## config.mk

```make
export PLATFORM = sky130hd
export DESIGN_NAME = fadd_rr_sched
export DESIGN_NICKNAME = d
export VERILOG_FILES = /design/src/rtl/fadd_rr_sched.sv
export SDC_FILE = /design/constraint.sdc
export NUM_CORES = 1
export LEC_CHECK = 0
export ABC_AREA = 1
export CORE_AREA = 4 4 164 166
export CTS_BUF_LIST = sky130_fd_sc_hd__clkbuf_16
export DETAILED_ROUTE_END_ITERATION = 12
export DIE_AREA = 0 0 168 170
export PLACE_DENSITY_LB_ADDON = 0.3
export SETUP_SLACK_MARGIN = 0.1
export SLEW_MARGIN = 20
export SYNTH_ARGS = -nofsm -noshare
export SYNTH_HDL_FRONTEND = slang
export SYNTH_SLANG_ARGS = --single-unit
```

## constraint.sdc

```tcl
create_clock -name clk -period 7.4 [get_ports clk]
set_input_delay 0.74 -clock clk [delete_from_list [all_inputs] [get_ports clk]]
set_output_delay 0.74 -clock clk [all_outputs]
set_load 0.02 [all_outputs]
```

## src/rtl/fadd_rr_sched.sv

```systemverilog
// Round-robin scheduler sharing one combinational float adder among N requesters.
// Ports:
//   clk, rst              clock (rising edge), asynchronous active-high reset
//   req_valid/req_ready   per-requester handshake; req_ready is one-hot or zero
//   req_a/req_b           packed operands, requester i on bits [32*i+31:32*i]
//   fa_a/fa_b             operands to the shared adder, straight from the issue stage
//   fa_sum                adder result, combinational from fa_a/fa_b
//   out_valid/out_ready   result handshake
//   out_data/out_id       sum and the requester index that issued it
//   ops_done              count of completed output handshakes (wraps)
module fadd_rr_sched #(
  parameter int unsigned N    = 4,
  parameter int unsigned ID_W = 2
) (
  input  logic              clk,
  input  logic              rst,
  input  logic [N-1:0]      req_valid,
  output logic [N-1:0]      req_ready,
  input  logic [N*32-1:0]   req_a,
  input  logic [N*32-1:0]   req_b,
  output logic [31:0]       fa_a,
  output logic [31:0]       fa_b,
  input  logic [31:0]       fa_sum,
  output logic              out_valid,
  input  logic              out_ready,
  output logic [31:0]       out_data,
  output logic [ID_W-1:0]   out_id,
  output logic [31:0]       ops_done
);

  localparam int unsigned DW = 32;
  localparam int unsigned PW = ID_W + 1;

  // Pipeline and arbiter state
  logic [ID_W-1:0] ptr_q, ptr_d;
  logic            s1_valid_q, s1_valid_d;
  logic [DW-1:0]   s1_a_q, s1_a_d;
  logic [DW-1:0]   s1_b_q, s1_b_d;
  logic [ID_W-1:0] s1_id_q, s1_id_d;
  logic            s2_valid_q, s2_valid_d;
  logic [DW-1:0]   s2_data_q, s2_data_d;
  logic [ID_W-1:0] s2_id_q, s2_id_d;
  logic [DW-1:0]   ops_done_q, ops_done_d;

  logic            s2_adv, s1_adv, s1_load;
  logic            grant_found, accept, out_hs;
  logic [ID_W-1:0] grant_id;
  logic [PW-1:0]   idx;
  logic [DW-1:0]   a_arr [N];
  logic [DW-1:0]   b_arr [N];

  // Unpack the per-requester operand buses
  always_comb begin
    for (int unsigned i = 0; i < N; i++) begin
      a_arr[i] = req_a[DW*i +: DW];
      b_arr[i] = req_b[DW*i +: DW];
    end
  end

  // Stall network
  always_comb begin
    s2_adv  = !s2_valid_q || out_ready;
    s1_adv  = s1_valid_q && s2_adv;
    s1_load = !s1_valid_q || s2_adv;
    out_hs  = s2_valid_q && out_ready;
  end

  // Rotating priority search starting at ptr; idx is one bit wider so ptr+k never overflows
  always_comb begin
    grant_found = 1'b0;
    grant_id    = '0;
    idx         = '0;
    for (int unsigned k = 0; k < N; k++) begin
      idx = PW'(ptr_q) + PW'(k);
      if (idx >= PW'(N)) idx = idx - PW'(N);
      if (!grant_found && req_valid[idx[ID_W-1:0]]) begin
        grant_found = 1'b1;
        grant_id    = idx[ID_W-1:0];
      end
    end
  end

  // Grant only when the issue stage can take it; nothing is offered during reset
  always_comb begin
    accept    = grant_found && s1_load && !rst;
    req_ready = '0;
    if (accept) req_ready[grant_id] = 1'b1;
  end

  // Next-state logic
  always_comb begin
    ptr_d      = ptr_q;
    s1_valid_d = s1_valid_q;
    s1_a_d     = s1_a_q;
    s1_b_d     = s1_b_q;
    s1_id_d    = s1_id_q;
    s2_valid_d = s2_valid_q;
    s2_data_d  = s2_data_q;
    s2_id_d    = s2_id_q;
    ops_done_d = ops_done_q + DW'(out_hs);

    // S1 data regs hold when the slot empties without a new request
    if (s1_load) begin
      s1_valid_d = accept;
      if (accept) begin
        s1_a_d  = a_arr[grant_id];
        s1_b_d  = b_arr[grant_id];
        s1_id_d = grant_id;
        ptr_d   = (grant_id == ID_W'(N - 1)) ? '0 : grant_id + 1'b1;
      end
    end

    if (s1_adv) begin
      s2_valid_d = 1'b1;
      s2_data_d  = fa_sum;
      s2_id_d    = s1_id_q;
    end else if (out_hs) begin
      s2_valid_d = 1'b0;
    end
  end

  // State registers
  always_ff @(posedge clk or posedge rst) begin
    if (rst) begin
      ptr_q      <= '0;
      s1_valid_q <= 1'b0;
      s1_a_q     <= '0;
      s1_b_q     <= '0;
      s1_id_q    <= '0;
      s2_valid_q <= 1'b0;
      s2_data_q  <= '0;
      s2_id_q    <= '0;
      ops_done_q <= '0;
    end else begin
      ptr_q      <= ptr_d;
      s1_valid_q <= s1_valid_d;
      s1_a_q     <= s1_a_d;
      s1_b_q     <= s1_b_d;
      s1_id_q    <= s1_id_d;
      s2_valid_q <= s2_valid_d;
      s2_data_q  <= s2_data_d;
      s2_id_q    <= s2_id_d;
      ops_done_q <= ops_done_d;
    end
  end

  assign fa_a      = s1_a_q;
  assign fa_b      = s1_b_q;
  assign out_valid = s2_valid_q;
  assign out_data  = s2_data_q;
  assign out_id    = s2_id_q;
  assign ops_done  = ops_done_q;

endmodule

```

==> flow_summary_export.csv, run 1 <==
group,metric,value,unit
timing,rsz0062_at_grt,"no",
worst_setup_path,startpoint_type,"input port",
synth,synth_nets,1388,
synth,ys_seq_area_frac,0.428,
floorplanning,ioPinCount,430,
worst_setup_path,reg2reg_depth,13,
timing,finalCritPeriodShare,0.617,
cts,numCtsBuffers,17,
timing,relSlewSlack,0.303,
worst_setup_path,endpoint_kind,"output pin",
hold_path,min_path_cells,2,
place,hpwl,24.2,mm
cts,clk_pin_slew,0.06,ns
timing,fmax,0.219,GHz
floorplanning,fp.dieW,168,um
timing,worstMarginPinSlew,1.05,ns
synth,synth_edf_count,0,
cts,cts_hold_repair.buffers,0,
cts,cts_tree,"done",
power,p_leak,6.03,nW
worst_setup_path,reg2reg_slack,3.70,ns
cts,cts_root_buf,"clkbuf_16",
timing,timing_hold_violations_final,0,
cts,h-tree-depth,4,
routing,via_per_inst,4.78,
status,status,"finished, final reports clean",
cts,cts_sinks,136,
finish,drive_gt1_frac,0.0623,
routing,vias,8748,
power,power_frac_comb,0.625,
power,netSwitchingFraction,0.482,
worst_setup_path,r2r-start,"ptr_q[0]",
power,clkPwrFrac,0.155,
power,p_int,2.94,mW
hold_path,min_path_type,"reg -> reg",
finish,syn_to_final_growth,63.2,%
cts,clock_path_buffers,2,
cts,insertion_delay,0.41,ns
hold_path,hp-start,"s1_valid_q",
global_routing,grt_max_degree,99,
global_routing,grt_pass1_vias,8493,
floorplanning,core_area,0.0256,mm^2
worst_setup_path,cp_max_fo,46,
synth,synth_common_cells,"nand2_1 (524), nand3_1 (207), dfrtp_1 (136), buf_2 (35), mux2_2 (33)",
routing,drtAntennaViolNets,0,
worst_setup_path,crit_required,6.66,ns
timing,skew,0.00803,ns
floorplanning,initial_core_util,0.310,
synth,ys_types,28,
power,power.switching,2.74,mW
synth,netlist_area,0.00794,mm^2
global_routing,grt_use_total,0.216,
job,drv_cap,0,
worst_setup_path,r2r_end,"fa_b[13]",
routing,m1WireLength,12.8,mm
timing,fin_tns_setup,0,ns
timing,fin_crit,4.56,ns
synth,ys.flop_type,"dfrtp_1",
hold_path,holdPathEnd,"out_valid",
floorplanning,placementRows,59,
synth,synth.most_common_cell,"nand2_1",
finish,fin_nets,1778,
routing,drc_errors,0,
floorplanning,dieHeight,170,um
worst_setup_path,worstSetupPathType,"in -> out",
worst_setup_path,arrival,3.82,ns
finish,utilization,0.506,
routing,routed.top_layer,"met5",
synth,yosys.area.top_type,"dfrtp_1",
routing,wire_per_inst,17.6,um
timing,hold_slack,0.479,ns
power,p_seq_frac,0.220,
synth,synthTopCellsByArea,"dfrtp_1 (43%), nand2_1 (25%), nand3_1 (13%)",
routing,drt_first_pass_iters,5,
global_routing,antenna_found_initial,5,
routing,wl_met2,16.1,mm
routing,drt_iter0_drc,590,
synth,ys_warn_count,0,
floorplanning,dieArea,0.0286,mm^2
power,cellPowerDensity,438,mW/mm^2
synth,synth.avg_cell_area,7.28,um^2
cts,cts_setup_buffers,0,
synth,ys_ff_latch,136,
synth,netlist.area_leader.share,0.428,
place,portBuffers,429,
global_routing,gr-total-overflow,0,
synth,syn-instance-count,1091,
synth,async_flop_share,1.00,
power,ir_drop,0.238,mV
cts,cts_resized,0,
finish,fillers,2498,
timing,timing.final.max_slew_violations,0,
place,gp_congestion,0.912,
routing,finalWirelength,32.2,mm
timing,setup_violations,0,
global_routing,grt_pass1_wl,48.6,mm
routing,wl_met3,2.77,mm
[state kept, by name, indices dropped and copies added, names as in the netlist]
| register | cells |
|---|---|
| out_id | 2 |
| s1_id_q | 2 |
| out_data | 32 |
| ptr_q | 2 |
| out_valid | 1 |
| fa_b | 32 |
| ops_done | 32 |
| s1_valid_q | 1 |
| fa_a | 32 |
[layer usage]
layer	vias up	track usage
met2	352	0.368
li1	4284	-
met1	4078	0.267
met4	2	0.0618
met5	-	0
met3	32	0.0648
[cells by family after synthesis]
group | count (synthesis) | synth area share
and+or+nand+nor | 788 | 0.419
adders and majority gates | 2 | 0.00315
muxes | 33 | 0.0468
buffers and inverters | 98 | 0.0665
DFF | 136 | 0.428
xor gates and xnor gates | 30 | 0.0331
AOI/OAI and AO/OA | 4 | 0.00284
[final cells by class]
cell class,count,area [um^2],area share
clock buffers,17,425,0.0328
inverters,31,121,0.00936
multi-input cells,857,4050,0.312
diodes,4,10.0,0.000772
repair buffers,438,4360,0.337
clock inverters,14,173,0.0133
well taps,335,419,0.0323
flip-flops and latches,136,3400,0.263
[how the worst max path moves through the flow]
stage	from	cells past startpoint	end	slack, ns
3_3_place_gp	req_valid[3]	12	req_ready[0]	2.75
3_5_place_dp	req_valid[3]	12	req_ready[0]	2.74
5_1_grt	ptr_q[0]	11	req_ready[0]	2.52
4_1_cts	req_valid[3]	12	req_ready[0]	2.75
2_1_floorplan	rst	7	req_ready[3]	1.60
6_report	req_valid[3]	12	req_ready[0]	2.84
[critical path: stages]
cell             delay (ns)
clkdlybuf4s50_1        0.48
inv_1                  0.04
nand2_1                0.09
nand2_1                0.07
nand2_1                0.05
nand2_1                0.16
nand4_4                0.44
nand3_4                0.52
inv_1                  0.28
nand2_1                0.11
nor2_1                 0.18
clkdlybuf4s50_1        0.64
[stage by stage]
stage               instance area (um^2)  setup WS [ns]  total power [mW]  cells
finish                             13000           2.84              5.68   1832
global route                       13000           2.52              6.17   1832
CTS                                13000           2.75              5.77   1828
detailed placement                 12400           2.74              4.86   1797
global placement                   12400           2.75              4.83   1797
floorplan                           7940           1.60              3.61   1091
[power groups by stage]
| stage | sequential [mW] | combinational [mW] | clock (mW) |
|---|---|---|---|
| after floorplan | 1.56 | 2.05 | 0 |
| after global placement | 1.25 | 3.58 | 0 |
| after detailed placement | 1.25 | 3.60 | 0 |
| after CTS | 1.25 | 3.61 | 0.907 |
| after global routing | 1.29 | 3.95 | 0.937 |
| final | 1.25 | 3.55 | 0.881 |
[layout by cell type (no fill, tap or decap), types with 2 or more instances in the layout]
master / n
nand4_1: 8
xor2_1: 18
o21ai_0: 2
inv_2: 5
dfrtp_1: 136
nor3_1: 10
bufinv_16: 3
clkinv_2: 2
inv_6: 4
buf_4: 9
nor2_4: 3
clkinvlp_4: 5
nand3_1: 207
inv_1: 25
xnor2_1: 12
diode_2: 4
ha_1: 2
clkdlybuf4s50_1: 429
nand3b_1: 2
nor4_1: 2
mux2_2: 33
nand2_4: 2
nor2_2: 2
nand2_2: 3
nand2_1: 523
clkbuf_16: 17
nand3_4: 2
nor2_1: 21
Power figures use the tool's default switching activity.
==> run 2: changes to the inputs <==
clock period = 4.68 ns   (was 7.4 ns; I/O delays follow)
==> flow_summary_export.csv, run 2 (synthesis gave the netlist of run 1 again) <==
group,metric,value,unit
global_routing,grt_max_degree,85,
power,netSwitchingFraction,0.480,
routing,drc_errors,0,
finish,final_cell_mix,"nand2_1 (522), clkdlybuf4s50_1 (429), nand3_1 (207), dfrtp_1 (136), mux2_2 (33)",
cts,h-tree-depth,4,
hold_path,min_path_type,"reg -> reg",
floorplanning,placementRows,59,
cts,cts_root_buf,"clkbuf_16",
timing,skew,0.0117,ns
power,power_frac_comb,0.624,
finish,multiInputGateArea,0.00405,mm^2
timing,relSlewSlack,0.431,
global_routing,grt_use_total,0.211,
floorplanning,dieHeight,170,um
power,ir_drop,0.416,mV
finish,instances_no_fill,1833,
floorplanning,initial_core_util,0.310,
cts,clock_path_buffers,2,
routing,wire_per_inst,17.2,um
power,p_leak,6.06,nW
cts,cts_resized,0,
global_routing,grt_pass1_vias,8633,
cts,cts_tree,"done",
global_routing,grt_pass1_wl,47.9,mm
finish,seq_area,0.00340,mm^2
timing,finalCritPeriodShare,0.838,
cts,numCtsBuffers,17,
timing,worstMarginPinSlew,0.854,ns
global_routing,antenna_found_initial,2,
worst_setup_path,endpoint_kind,"output pin",
power,power.switching,4.36,mW
status,status,"finished, final reports clean",
cts,cts_setup_buffers,0,
place,portBuffers,429,
worst_setup_path,worstSetupPathType,"reg -> out",
worst_setup_path,startpoint_type,"flop",
global_routing,gr-total-overflow,0,
power,p_int,4.73,mW
timing,rsz0062_at_grt,"no",
routing,via_per_inst,4.77,
place,gp_congestion,0.915,
timing,setup_violations,0,
routing,drt_first_pass_iters,5,
cts,cts_sinks,136,
floorplanning,dieArea,0.0286,mm^2
floorplanning,core_area,0.0256,mm^2
cts,clk_pin_slew,0.06,ns
finish,drive_gt1_frac,0.0635,
routing,drtAntennaViolNets,0,
timing,timing_hold_violations_final,0,
finish,fin_nets,1780,
finish,fillers,2499,
floorplanning,fp.dieW,168,um
job,drv_cap,0,
place,hpwl,23.8,mm
worst_setup_path,arrival,3.45,ns
place,place_inst,1799,
finish,utilization,0.508,
timing,timing.final.max_slew_violations,0,
worst_setup_path,cp_max_fo,43,
floorplanning,ioPinCount,430,
power,cellPowerDensity,698,mW/mm^2
timing,fmax,0.255,GHz
routing,finalWirelength,31.4,mm
cts,insertion_delay,0.41,ns
worst_setup_path,crit_required,4.21,ns
cts,cts_hold_repair.buffers,0,
timing,fin_crit,3.92,ns
routing,drt_iter0_drc,644,
power,p_seq_frac,0.216,
routing,vias,8742,
finish,syn_to_final_growth,63.9,%
timing,fin_tns_setup,0,ns
finish,final_common_cell,"nand2_1",
power,clkPwrFrac,0.160,
[run 2: layout make-up]
class                   instances  share of cell area
diodes                          3            0.000577
repair buffers                440               0.338
well taps                     335              0.0322
clock buffers                  17              0.0327
multi-input cells             857               0.311
clock inverters                14              0.0151
inverters                      31             0.00923
flip-flops and latches        136               0.261
[run 2: worst max-delay path, stage by stage, from the launching register on]
cell and delay, ns:
dfrtp_1 0.56, inv_2 0.19, nand2_1 0.13, nand3_2 0.10, nand2_2 0.15, inv_2 0.06, nand2_1 0.08, nand2_1 0.05
nand2_1 0.10, nand3_4 0.40, inv_1 0.32, nand2_1 0.13, nor2_1 0.12, clkdlybuf4s50_1 0.64
[run 2: path summary, 6_finish.rpt]
check	from	to	slack (ns)	depth (start not counted)
setup / recovery	ptr_q[0]	req_ready[0]	0.76	13
hold / removal	ops_done[31]	ops_done[31]	0.48	1
setup reg to reg	ptr_q[0]	fa_a[23]	1.53	12
hold reg to reg	ops_done[31]	ops_done[31]	0.48	1
max in group asynchronous	rst	fa_a[21]	2.74	4
min in group asynchronous	rst	s1_valid_q	0.71	3
[run 2: metrics by stage]
step	setup WS, ns	power [mW]	instance area (um^2)	hold slack [ns]
6_report	0.758	9.08	13000	0.476
5_1_grt	0.437	9.86	13000	0.499
4_1_cts	0.680	9.21	13000	0.479
3_5_place_dp	0.893	7.71	12400	0.467
3_3_place_gp	0.990	7.68	12400	0.454
2_1_floorplan	0.743	5.71	7950	0.448
[run 2: metal layers]
layer | global-route usage | up-vias | share of wire
li1 | - | 4288 | -
met1 | 0.256 | 4072 | 0.39
met2 | 0.362 | 346 | 0.50
met3 | 0.0646 | 36 | 0.085
met4 | 0.0681 | 0 | 0.024
met5 | 0 | - | 0
[run 2: power groups by stage]
stage	clock [mW]	sequential (mW)	combinational, mW
after floorplan	0	2.47	3.24
after global placement	0	1.95	5.72
after detailed placement	0	1.97	5.74
after CTS	1.49	1.96	5.75
after global routing	1.54	2.03	6.29
final	1.45	1.96	5.67
==> run 3: changes to the inputs <==
CORE_AREA = 4 4 163 165   (was 4 4 164 166)
DIE_AREA = 0 0 167 169   (was 0 0 168 170)
clock period = 3.5 ns   (was 4.68 ns; I/O delays follow)
==> flow_summary_export.csv, run 3 (synthesis gave the netlist of run 1 again) <==
group,metric,value,unit
timing,fmax,0.311,GHz
routing,vias,8785,
cts,clock_path_buffers,2,
power,p_seq_frac,0.216,
floorplanning,dieHeight,169,um
cts,cts_tree,"done",
cts,clk_pin_slew,0.06,ns
floorplanning,initial_core_util,0.317,
power,clkPwrFrac,0.147,
hold_path,min_path_type,"reg -> reg",
timing,setup_violations,0,
finish,syn_to_final_growth,63.6,%
finish,final_common_cell,"nand2_1",
worst_setup_path,arrival,2.87,ns
cts,cts_root_buf,"clkbuf_16",
routing,drc_errors,0,
worst_setup_path,endpoint_kind,"output pin",
timing,timing_hold_violations_final,0,
power,power.switching,5.89,mW
finish,instances_no_fill,1828,
global_routing,gr-total-overflow,0,
global_routing,grt_pass1_vias,8381,
worst_setup_path,cp_max_fo,11,
global_routing,antenna_found_initial,0,
floorplanning,dieArea,0.0282,mm^2
power,p_int,6.17,mW
cts,numCtsBuffers,17,
cts,insertion_delay,0.42,ns
cts,h-tree-depth,4,
place,hpwl,24.2,mm
routing,via_per_inst,4.81,
worst_setup_path,startpoint_type,"flop",
timing,rsz0062_at_grt,"no",
timing,worstMarginPinSlew,0.839,ns
finish,diodes,0,
worst_setup_path,worstSetupPathType,"reg -> out",
power,power_frac_comb,0.637,
finish,drive_gt1_frac,0.0681,
floorplanning,ioPinCount,430,
routing,drt_iter0_drc,584,
floorplanning,placementRows,58,
job,drv_cap,0,
finish,final_cell_mix,"nand2_1 (522), clkdlybuf4s50_1 (428), nand3_1 (207), dfrtp_1 (135), mux2_2 (33)",
cts,cts_sinks,136,
finish,fillers,2436,
power,netSwitchingFraction,0.488,
routing,finalWirelength,32.5,mm
worst_setup_path,crit_required,3.15,ns
floorplanning,fp.dieW,167,um
power,ir_drop,0.413,mV
power,p_leak,6.06,nW
timing,timing.final.max_slew_violations,0,
timing,relSlewSlack,0.441,
place,place_inst,1795,
place,gp_congestion,0.956,
finish,utilization,0.519,
floorplanning,core_area,0.0250,mm^2
routing,wire_per_inst,17.8,um
timing,finalCritPeriodShare,0.920,
finish,fin_nets,1782,
routing,drt_first_pass_iters,5,
global_routing,grt_use_total,0.215,
timing,skew,0.00989,ns
status,status,"finished, final reports clean",
place,portBuffers,429,
routing,drtAntennaViolNets,0,
global_routing,grt_max_degree,137,
timing,fin_crit,3.22,ns
power,cellPowerDensity,927,mW/mm^2
global_routing,grt_pass1_wl,48.0,mm
-- run 3: cell count changes in the layout (fill, tap and decap cells not counted), sizes merged --
| cell | previous run | this run |
|---|---|---|
| inv | 33 | 35 |
| diode | 3 | 0 |
| clkinvlp | 3 | 5 |
| bufinv | 4 | 1 |
| dlygate4sd2 | 0 | 1 |
| buf | 11 | 13 |
| clkdlybuf4s50 | 429 | 428 |
-- run 3: what timing repair did --
action,4_1_cts,5_1_grt
hold buffers,0,0
setup endpoints to repair,2,3
hold endpoints to repair,0,0
pin swaps,0,1
buffers inserted,0,1
resized for setup,2,0
-- run 3: worst max-delay path: stages, from the launching register on --
cell and delay, ns:
dfrtp_2 0.49, inv_2 0.19, nand2_1 0.12, nand3_2 0.10, nand2_2 0.10, nor2_4 0.20, nand3_1 0.13, nand3_1 0.10
nor2_1 0.08, nor2_4 0.18, nand2_4 0.07, inv_4 0.05, clkdlybuf4s50_1 0.65
-- run 3: through the flow --
stage	total power [mW]	TNS [ns]	worst slack, ns	cell area [um^2]	hold WS, ns
detailed placement	10.4	0	0.349	12400	0.462
CTS	12.2	0	0.167	13000	0.477
global placement	10.3	0	0.394	12400	0.454
floorplan	7.67	-0.406	-0.110	7970	0.448
finish	12.1	0	0.279	13000	0.472
global route	13.0	0	0.100	13000	0.494
-- run 3: area by class of cell --
| type | instances | area [um^2] | share of cell area |
|---|---|---|---|
| Inverter | 31 | 123 | 0.00943 |
| Timing Repair Buffer | 442 | 4430 | 0.341 |
| Tap cell | 330 | 413 | 0.0318 |
| Sequential cell | 136 | 3400 | 0.262 |
| Clock inverter | 15 | 144 | 0.0111 |
| Clock buffer | 17 | 425 | 0.0327 |
| Multi-Input combinational cell | 857 | 4060 | 0.312 |
-- run 3: worst paths after layout --
check | start | to | slack (ns) | depth (start not counted)
hold reg to reg | s1_valid_q | out_valid | 0.47 | 2
setup / recovery | ptr_q[0] | req_ready[2] | 0.28 | 12
hold / removal | s1_valid_q | out_valid | 0.47 | 2
max in group asynchronous | rst | fa_a[18] | 2.30 | 3
min in group asynchronous | rst | ops_done[4] | 0.52 | 3
setup reg to reg | ptr_q[0] | s1_id_q[1] | 0.81 | 10
-- run 3: routing by layer --
layer | up-vias | part of all wire | global-route usage
li1 | 4280 | - | -
met5 | - | 0 | 0
met4 | 0 | 0.018 | 0.0541
met3 | 37 | 0.082 | 0.0612
met1 | 4090 | 0.40 | 0.264
met2 | 378 | 0.50 | 0.376
-- run 3: power by group through the flow --
stage	clock network [mW]	logic (mW)	registers [mW]
6_report	1.77	7.67	2.61
3_3_place_gp	0	7.67	2.60
5_1_grt	1.89	8.45	2.68
2_1_floorplan	0	4.37	3.31
4_1_cts	1.82	7.77	2.60
3_5_place_dp	0	7.76	2.62
==> RTL edit 1 (config.mk and constraints of run 1) <==
Change the parameter `ID_W` from 2 to 4.
--- a/src/rtl/fadd_rr_sched.sv
+++ b/src/rtl/fadd_rr_sched.sv
@@ -11,5 +11,5 @@
 module fadd_rr_sched #(
   parameter int unsigned N    = 4,
-  parameter int unsigned ID_W = 2
+  parameter int unsigned ID_W = 4
 ) (
   input  logic              clk,
Ports: changed (resized out_id); port bits go from 430 to 432. The function was not compared with the original's and may differ.
==> RTL edit 1 against run 1 <==
Area after synthesis rose by 5.3%. Non-clock buffer count rose by 3. Design area rose by 3.6%. Setup slack got worse by 0.98 ns. Sequential cell count rose by 6. Total power rose by 8.9%. Routed wire length rose by 2.9%. Largest cell class unchanged.
==> RTL edit 1: results (changes against run 1) <==
| Metric | Value |
|---|---|
| Ranking of synthesized cells by area | dfrtp_1, nand2_1, nand3_1 (unchanged) |
| Worst r2r dst | s1_id_q[1] (was fa_b[13]) |
| Hold_sp | ops_done[31] (was s1_valid_q) |
| Met3 Usage GRT | 0.0667 (was 0.0648) |
| Met2 track demand over resource | 0.381 (was 0.368) |
| Post-synthesis net count | 1423 (was 1388) |
| DRT iter0 DRCs | 573 (was 590) |
| Least-Margin Pin Slew | 1.03 ns (was 1.05 ns) |
| Hold depth | 1 (was 2) |
| R2R Setup Slk | 3.34 ns (was 3.70 ns) |
| Commonest cells post-synth | nand2_1, nand3_1, dfrtp_1 (unchanged) |
| Leakage dissipation | 6.19 nW (was 6.03 nW) |
| CP max stage cell | o21ai_4 (was clkdlybuf4s50_1) |
| DR top layer | met4 (was met5) |
| Crit path DAT | 4.81 ns (was 3.82 ns) |
| Worst hold slack | 0.467 ns (was 0.479 ns) |
| Post-synth cell types | 30 (was 28) |
| Clock buf/inv share | 0.0427 (was 0.0461) |
| Maximum fanout along the worst path | 36 (was 46) |
| Wl on met1 | 13000 µm (was 12800 µm) |
| Number of global-route vias before repair | 8885 (was 8493) |
| Antenna violations before repair | 1 (was 5) |
| Total Routing Usage GR | 0.222 (was 0.216) |
| Signal buffers | 441 (was 438) |
| DR WL met2 | 16600 µm (was 16100 µm) |
| Final net count | 1815 (was 1778) |
| Max incr delay on CP | 0.73 ns (was 0.64 ns) |
| Clk_skew | 0.00922 ns (was 0.00803 ns) |
| Top delay family on crit path | buffers and inverters (was simple AND/OR/NAND/NOR gates) |
| CP Capture Point | req_ready[3] (was req_ready[0]) |
| Share of layout cells above drive strength 1 | 0.0679 (was 0.0623) |
| Status | finished, final reports clean (unchanged) |
| Port bufs | 431 (was 429) |
| #MultiIn Comb | 854 (was 857) |
| Metal3 WL | 2850 µm (was 2770 µm) |
| Largest net degree at the start of global routing | 93 (was 99) |
| Critical Path Start | ptr_q[0] (was req_valid[3]) |
RTL edit 1: cell types whose count changed after synthesis, sizes merged, moves of 7 or more:
cell	run 1	this run
inv	31	48
buf	60	52
nand2	528	417
ha	2	16
clkbuf	7	16
xor2	18	25
nand3	210	283
o21ai	2	11
RTL edit 1: logic make-up after synthesis:
family          Yosys count  synth area share
simple gates            755             0.396
buf+inv                 116            0.0633
xor+xnor                 34            0.0356
flops                   142             0.425
fa+ha+maj                16            0.0239
mux                      35            0.0471
compound gates           14           0.00957
RTL edit 1: power by group:
part           switching (W)  total [W]  internal [W]
combinational        0.00257    0.00407       0.00150
sequential          0.000197    0.00128       0.00109
clock               0.000387   0.000834      0.000447
total                0.00315    0.00618       0.00303
RTL edit 1: per-stage QoR:
step                total power, W  cells  worst slack, ns   util
finish                     0.00618   1853             1.85  0.524
global route               0.00671   1853             1.43  0.524
CTS                        0.00625   1852             1.77  0.524
detailed placement         0.00539   1820             2.25  0.502
global placement           0.00534   1820             2.31  0.502
floorplan                  0.00395   1112             1.72      -
==> RTL edit 2 (config.mk and constraints of run 1) <==
Without the edit above. Take the reset off `s2_data_q` and load it in a clocked block of its own.
--- a/src/rtl/fadd_rr_sched.sv
+++ b/src/rtl/fadd_rr_sched.sv
@@ -129,5 +129,4 @@
       s1_id_q    <= '0;
       s2_valid_q <= 1'b0;
-      s2_data_q  <= '0;
       s2_id_q    <= '0;
       ops_done_q <= '0;
@@ -139,8 +138,11 @@
       s1_id_q    <= s1_id_d;
       s2_valid_q <= s2_valid_d;
-      s2_data_q  <= s2_data_d;
       s2_id_q    <= s2_id_d;
       ops_done_q <= ops_done_d;
     end
+  end
+
+  always_ff @(posedge clk) begin
+    s2_data_q <= s2_data_d;
   end
 
Formal check against the unedited RTL: differs if rst is asserted again (counterexample within 4 cycles, from zero or initial values and one cycle with rst high); with rst held inactive, the same outputs for 4 cycles.
==> RTL edit 2 against run 1 <==
Via count rose by 6.8%. Global-route usage rose by 0.28 points. Core utilization rose by 0.92 points. Design area rose by 1.8%. Non-clock buffer count fell by 1. Setup slack improved by 0.094 ns. Clock power fell by 2%. Register-to-register slack got worse by 0.11 ns. Area after synthesis rose by 3.8%. Clock skew rose by 0.0048 ns. Worst hold slack got worse by 0.0084 ns. Sequential cell count did not move. Total power rose by 5.6%. Routed wire length rose by 3.4%. Critical path type unchanged. Largest cell class unchanged. Highest routed layer unchanged.
==> RTL edit 2: results (changes against run 1) <==
| Metric | Value |
|---|---|
| Wl on met1 | 13500 µm (was 12800 µm) |
| WL per Instance | 17.4 µm (was 17.6 µm) |
| Detailed Place HPWL | 24600 µm (was 24200 µm) |
| Detailed-router iteration count before antenna repair | 6 (was 5) |
| DP Area | 12600 µm² (was 12400 µm²) |
| Total Routing Usage GR | 0.219 (was 0.216) |
| Total Routed Length | 33300 µm (was 32200 µm) |
| Status | finished, final reports clean (unchanged) |
| Gp weighted congestion | 0.907 (was 0.912) |
| Signal buffers | 437 (was 438) |
| DRT iter0 DRCs | 555 (was 590) |
| Syn Area/Cell | 6.91 µm² (was 7.28 µm²) |
| Max incr delay on CP | 0.59 ns (was 0.64 ns) |
| Post-synth ARST share | 0.765 (was 1.00) |
| Leakage dissipation | 6.43 nW (was 6.03 nW) |
| Number of global-route vias before repair | 8727 (was 8493) |
| Final-layout clock buffer total | 18 (was 17) |
| Worst vdd ir | 0.307 mV (was 0.238 mV) |
| Pre-CTS setup slack | 2.95 ns (was 2.74 ns) |
| Ranking of synthesized cells by area | nand2_1, dfrtp_1, edfxtp_1 (was dfrtp_1, nand2_1, nand3_1) |
| Metal3 WL | 2760 µm (was 2770 µm) |
| Clock buf/inv share | 0.0446 (was 0.0461) |
| Switch share | 0.516 (was 0.482) |
| Multi-input logic area | 4130 µm² (was 4050 µm²) |
| Crit path DAT | 3.73 ns (was 3.82 ns) |
| Maximum fanout along the worst path | 68 (was 46) |
| Clk pwr | 0.000863 W (was 0.000881 W) |
| Post-synth cell types | 27 (was 28) |
| Final net count | 1860 (was 1778) |
| EDFF count, synth | 32 (was 0) |
| Number of non-clock inverters | 36 (was 31) |
| First-pass GRT wire length | 49100 µm (was 48600 µm) |
| Share of layout cells above drive strength 1 | 0.0336 (was 0.0623) |
| Largest net degree at the start of global routing | 98 (was 99) |
| Antenna violations before repair | 4 (was 5) |
| Max_slew headroom | 0.299 (was 0.303) |
| Flip-flop and latch power | 0.00119 W (was 0.00125 W) |
| Post-synthesis net count | 1489 (was 1388) |
| Commonest cells post-synth | nand2_1, nand4_1, dfrtp_1 (was nand2_1, nand3_1, dfrtp_1) |
-- RTL edit 2: changes by cell type after synthesis, moves of 4 or more --
cell | before | now
buf_1 | 0 | 6
buf_2 | 35 | 58
buf_4 | 19 | 1
clkbuf_1 | 7 | 11
dfrtp_1 | 136 | 104
edfxtp_1 | 0 | 32
inv_1 | 26 | 33
mux2_2 | 33 | 0
nand2_1 | 524 | 708
nand3_1 | 207 | 13
nand4_1 | 8 | 137
nor2_1 | 21 | 27
nor3_1 | 10 | 5
xnor2_1 | 12 | 6
-- RTL edit 2: worst reg2reg max path: stages (launching register included) --
cell     delay, ns
dfrtp_1       0.62
inv_4         0.14
nand2_1       0.09
nand2_1       0.10
o21ai_0       0.33
nand3_4       0.41
nand3_4       0.60
buf_4         0.76
nand2_1       0.30
nand2_1       0.11
nand2_1       0.05
nand2_1       0.10
nand2_1       0.06
nand2_1       0.08
-- RTL edit 2: path summary, 6_finish.rpt --
| check | startpoint | endpoint | slack, ns | cells past startpoint |
|---|---|---|---|---|
| min in group asynchronous | rst | ops_done[4] | 0.75 | 2 |
| max reg2reg | ptr_q[0] | fa_a[3] | 3.59 | 13 |
| min reg2reg | ops_done[31] | ops_done[31] | 0.47 | 1 |
| max | req_valid[1] | req_ready[0] | 2.93 | 11 |
| min | ops_done[31] | ops_done[31] | 0.47 | 1 |
| max in group asynchronous | rst | fa_a[3] | 5.38 | 3 |
-- RTL edit 2: kinds of logic (layout without fill, tap and decap cells) --
kind of cell,after synthesis,in the layout,synth area share
simple gates,897,897,0.457
fa+ha+maj,2,2,0.00304
buf+inv,121,505,0.0729
xor+xnor,27,27,0.0287
flops,136,136,0.432
compound gates,9,9,0.00623
